`config.mk`:
```
export PLATFORM = sky130hd
export DESIGN_NAME = phy_tx_sched
export DESIGN_NICKNAME = d
export VERILOG_FILES = /design/src/rtl/phy_tx_sched.sv
export SDC_FILE = /design/constraint.sdc
export NUM_CORES = 1
export LEC_CHECK = 0
export ABC_AREA = 1
export CORE_AREA = 2 2 48 50
export CTS_CLUSTER_SIZE = 25
export DETAILED_ROUTE_END_ITERATION = 7
export DIE_AREA = 0 0 50 52
export PLACE_DENSITY = 0.79
export REMOVE_ABC_BUFFERS = 1
export SKIP_LAST_GASP = 1
export SLEW_MARGIN = 5
export SYNTH_ARGS = -nofsm -noshare
export SYNTH_HDL_FRONTEND = slang
export SYNTH_SLANG_ARGS = --single-unit
```
`constraint.sdc`:
```
create_clock -name clk_4f -period 2.2 [get_ports clk_4f]
set_clock_uncertainty 0.1 [all_clocks]
set_input_delay 0.22 -clock clk_4f [delete_from_list [all_inputs] [get_ports clk_4f]]
set_output_delay 0.22 -clock clk_4f [all_outputs]
set_load 0.01 [all_outputs]
```
`src/rtl/phy_tx_sched.sv`:
```
// TX link controller: RESET/TRAIN/WAIT_RX/LINK bring-up sequencing plus a two-lane
// round-robin byte arbiter feeding the parallel-to-serial transmitter, with IDLE fill.
module phy_tx_sched #(
    parameter int unsigned TRAIN_BC = 4,
    parameter logic [7:0]  IDLE     = 8'hBC
) (
    input  logic       clk_4f,
    input  logic       rst_L,
    input  logic       link_en,
    input  logic       rx_active,
    input  logic [7:0] lane0_data,
    input  logic       lane0_valid,
    output logic       lane0_ready,
    input  logic [7:0] lane1_data,
    input  logic       lane1_valid,
    output logic       lane1_ready,
    output logic [7:0] tx_data,
    output logic       tx_valid,
    output logic       tx_lane,
    output logic       link_up,
    output logic [1:0] state,
    output logic       err_bc
);

    localparam int unsigned CNT_W = 4;

    typedef enum logic [1:0] {
        ST_RESET   = 2'd0,
        ST_TRAIN   = 2'd1,
        ST_WAIT_RX = 2'd2,
        ST_LINK    = 2'd3
    } state_t;

    state_t             r_state;
    state_t             w_state_nxt;
    logic [CNT_W-1:0]   r_cnt;
    logic [CNT_W-1:0]   w_cnt_nxt;
    logic               r_ptr;
    logic [7:0]         r_tx_data;
    logic               r_tx_valid;
    logic               r_tx_lane;
    logic               r_link_up;
    logic               r_err_bc;

    logic               w_arb_en;
    logic               w_gnt0;
    logic               w_gnt1;
    logic               w_xfer;
    logic [7:0]         w_xfer_data;

    // Arbitration only while the link is up, enabled and the far end is still locked.
    assign w_arb_en    = (r_state == ST_LINK) && link_en && rx_active;
    assign w_gnt0      = w_arb_en && lane0_valid && (!lane1_valid || (r_ptr == 1'b0));
    assign w_gnt1      = w_arb_en && lane1_valid && (!lane0_valid || (r_ptr == 1'b1));
    assign w_xfer      = w_gnt0 || w_gnt1;
    assign w_xfer_data = w_gnt1 ? lane1_data : lane0_data;

    assign lane0_ready = w_gnt0;
    assign lane1_ready = w_gnt1;

    always_comb begin
        w_state_nxt = r_state;
        w_cnt_nxt   = '0;
        case (r_state)
            ST_RESET: begin
                w_state_nxt = ST_TRAIN;
            end
            ST_TRAIN: begin
                if (r_cnt == CNT_W'(TRAIN_BC - 1)) begin
                    w_state_nxt = ST_WAIT_RX;
                end else begin
                    w_cnt_nxt = r_cnt + CNT_W'(1);
                end
            end
            ST_WAIT_RX: begin
                if (rx_active) begin
                    w_state_nxt = ST_LINK;
                end
            end
            ST_LINK: begin
                if (!rx_active) begin
                    w_state_nxt = ST_TRAIN;
                end
            end
            default: begin
                w_state_nxt = ST_RESET;
            end
        endcase
        if (!link_en) begin
            w_state_nxt = ST_RESET;
            w_cnt_nxt   = '0;
        end
    end

    always_ff @(posedge clk_4f or negedge rst_L) begin
        if (!rst_L) begin
            r_state    <= ST_RESET;
            r_cnt      <= '0;
            r_ptr      <= 1'b0;
            r_tx_data  <= IDLE;
            r_tx_valid <= 1'b0;
            r_tx_lane  <= 1'b0;
            r_link_up  <= 1'b0;
            r_err_bc   <= 1'b0;
        end else begin
            r_state    <= w_state_nxt;
            r_cnt      <= w_cnt_nxt;
            r_link_up  <= (w_state_nxt == ST_LINK);
            r_tx_valid <= w_xfer;
            r_tx_data  <= w_xfer ? w_xfer_data : IDLE;
            r_tx_lane  <= w_gnt1;
            if (w_gnt0) begin
                r_ptr <= 1'b1;
            end else if (w_gnt1) begin
                r_ptr <= 1'b0;
            end
            // Payload equal to the comma is still forwarded but flagged until reset.
            if (w_xfer && (w_xfer_data == IDLE)) begin
                r_err_bc <= 1'b1;
            end
        end
    end

    assign tx_data  = r_tx_data;
    assign tx_valid = r_tx_valid;
    assign tx_lane  = r_tx_lane;
    assign link_up  = r_link_up;
    assign state    = r_state;
    assign err_bc   = r_err_bc;

endmodule

```
==> impl_metrics.yaml <==
grt:
  grt_max_degree: 20
  grt_use_total_pct: 16.9
  grt_pass1_wl_mm: 3.25
  grt_pass1_vias: 745
  antenna_found_initial: 0
  overflow: 0
cts:
  clkSlewWorstSetupHoldPaths_ps: 110
  root_buffer: "clkbuf_4"
  clockBufferDepth: 2
  cts_tree: "yes"
  cts-htree-levels: 1
  cts_made_buffers: 3
  ctsResizeCount: 0
  insertion_delay_ps: 290
  cts_sinks: 19
  hold_buffers: 0
  post_cts_buffers: 0
worst_setup_path:
  reg2reg_to: "err_bc"
  cp_data_required_time_ps: 1880
  cp_max_fo: 5
  reg2reg_depth: 9
  max_stage_delay_ps: 530
  path_common_cell: "clkdlybuf4s50_1"
  cp-end-kind: "primary output"
  path_cells: "clkdlybuf4s50_1 -> nand2_2 -> nor2_4 -> nand3_1 -> inv_1 -> clkdlybuf4s50_1"
  cp.arrival_ps: 1710
  r2r_slack_ps: 690
  cp_slowest_cell: "clkdlybuf4s50_1"
  cp.buffers_inverters: 3
  crit_family: "buffers and inverters"
  rr_startpoint: "state[0]"
  critical_path_class: "in2out"
  cp-start-kind: "primary input"
sta:
  rsz0062_at_grt: "false"
  max_freq_mhz: 492
  worstMarginPinSlew_ps: 233
  drv_slew: 0
  tns_ps: 0
  setup_violations: 0
  period_minus_slack_ps: 2030
  holdWs_ps: 158
  period_share_pct: 92.3
  max_slew_margin_pct: 84.5
  final-hold-violation-count: 0
yosys:
  syn_inst: 100
  ys_top_cells_by_area: "dfrtp_1, dfstp_2, nand2_1, nand3_1, inv_1"
  synth_largest_area_cell: "dfrtp_1"
  synthDistinctLibCells: 22
  yosysTopAreaCellShare_pct: 39.7
  yosysSeqAreaShare_pct: 54.5
  yosys_warnings: 0
  ys_ff_latch: 19
  avgSynthCellArea_um2: 8.83
  synthesis.area_um2: 883
floorplan:
  die_h_um: 52
  dieArea_um2: 2600
  ios: 38
  fp.dieW_um: 50
  core-area_um2: 2110
  core.rowCount: 17
  start_util_pct: 41.9
drt:
  drt_iter0_drc: 15
  dr.pass1.iters: 4
  wl_per_cell_um: 10.9
  ant_nets: 0
  viasPerCell: 4.50
  finalWirelength_mm: 1.88
  drc: 0
  vias: 774
cells_and_area:
  final_nets: 168
  syn2layout_area_growth_pct: 51.1
  multi_input_area_um2: 338
  final_cell_mix: "clkdlybuf4s50_1, nand2_1, dfrtp_1, inv_1"
  antenna_cells: 0
  final_common_cell: "clkdlybuf4s50_1"
  ff_latch_area_um2: 482
  drive_gt1_share_pct: 14.6
  layoutNonFillerInstCount: 172
  fillers: 163
status:
  status: "completed"
flow_run:
  drv_cap: 0
pwr:
  switching_share_pct: 23.6
  power.share.combinational_pct: 14.0
  cellLeakagePower_nw: 0.630
  power_frac_seq_pct: 58.3
  clockPowerShare_pct: 27.6
  power.density_nw_per_um2: 465
  vdd_ir_drop_max_uv: 316
  switching_power_w: 0.000146
  internal-power_w: 0.000474
placed_design:
  hpwl_mm: 1.53
  place.gp.congestion: 0.776
  port-buffer-count: 37
  dp_cells: 168
hold_path:
  hold_path.class: "in2async"
[state kept, by name, summed over array words and instances (netlist names)]
name,flops
r_cnt,4
tx_valid,1
r_ptr,1
state,2
link_up,1
tx_lane,1
err_bc,1
tx_data,8
[Yosys cell counts, drive strengths merged]
cell type	number
nand2	31
dfrtp	14
inv	14
nor2	11
nand3	10
dfstp	5
o21ai	4
a21oi	3
and2	1
buf	1
ha	1
nand3b	1
nand4	1
nor3b	1
xnor2	1
xor2	1
[power by group through the flow]
stage                     Clock (W)  Sequential [W]  Combinational [W]
final                      0.000172        0.000362          0.0000870
after global routing       0.000189        0.000363          0.0000981
after detailed placement          0        0.000368          0.0000878
after floorplan                   0        0.000368          0.0000292
after CTS                  0.000175        0.000362          0.0000886
after global placement            0        0.000368          0.0000855
[logic make-up (layout without fill, tap and decap cells)]
kind of cell | after synthesis | after routing | synth area share [%]
xor+xnor | 2 | 2 | 1.98
simple gates | 56 | 56 | 29.2
buf+inv | 15 | 59 | 7.22
compound gates | 7 | 7 | 5.67
flops | 19 | 19 | 54.5
fa+ha+maj | 1 | 1 | 1.42
[per-layer routing]
metal	global-route usage (%)	up-vias	wire length [um]
met5	0	-	0
met3	2.30	4	70
met4	8.33	0	29
met1	22.7	352	875
met2	27.0	19	905
li1	-	399	-
[area by class of cell]
cell class / instances / share of cell area (%)
Inverter: 14 / 3.94
Clock inverter: 1 / 0.375
Tap cell: 28 / 2.62
Sequential cell: 19 / 36.1
Timing Repair Buffer: 41 / 30.0
Multi-Input combinational cell: 66 / 25.3
Clock buffer: 3 / 1.69
[how the worst max path moves through the flow]
stage / start / to / depth (start not counted)
after floorplan: state[0] / err_bc / 10
final: link_en / lane0_ready / 6
after CTS: link_en / lane0_ready / 6
after global routing: link_en / lane0_ready / 6
after detailed placement: link_en / lane0_ready / 6
after global placement: link_en / lane0_ready / 6
[stage by stage]
| step | util (%) | power, W | area (um2) | setup WS (ps) |
|---|---|---|---|---|
| floorplan | - | 0.000398 | 872 | 737 |
| detailed placement | 62.1 | 0.000456 | 1310 | 176 |
| global route | 63.4 | 0.000650 | 1340 | 50.3 |
| finish | 63.4 | 0.000621 | 1340 | 169 |
| CTS | 63.4 | 0.000626 | 1340 | 164 |
| global placement | 62.1 | 0.000454 | 1310 | 190 |
Power figures use the tool's default switching activity.
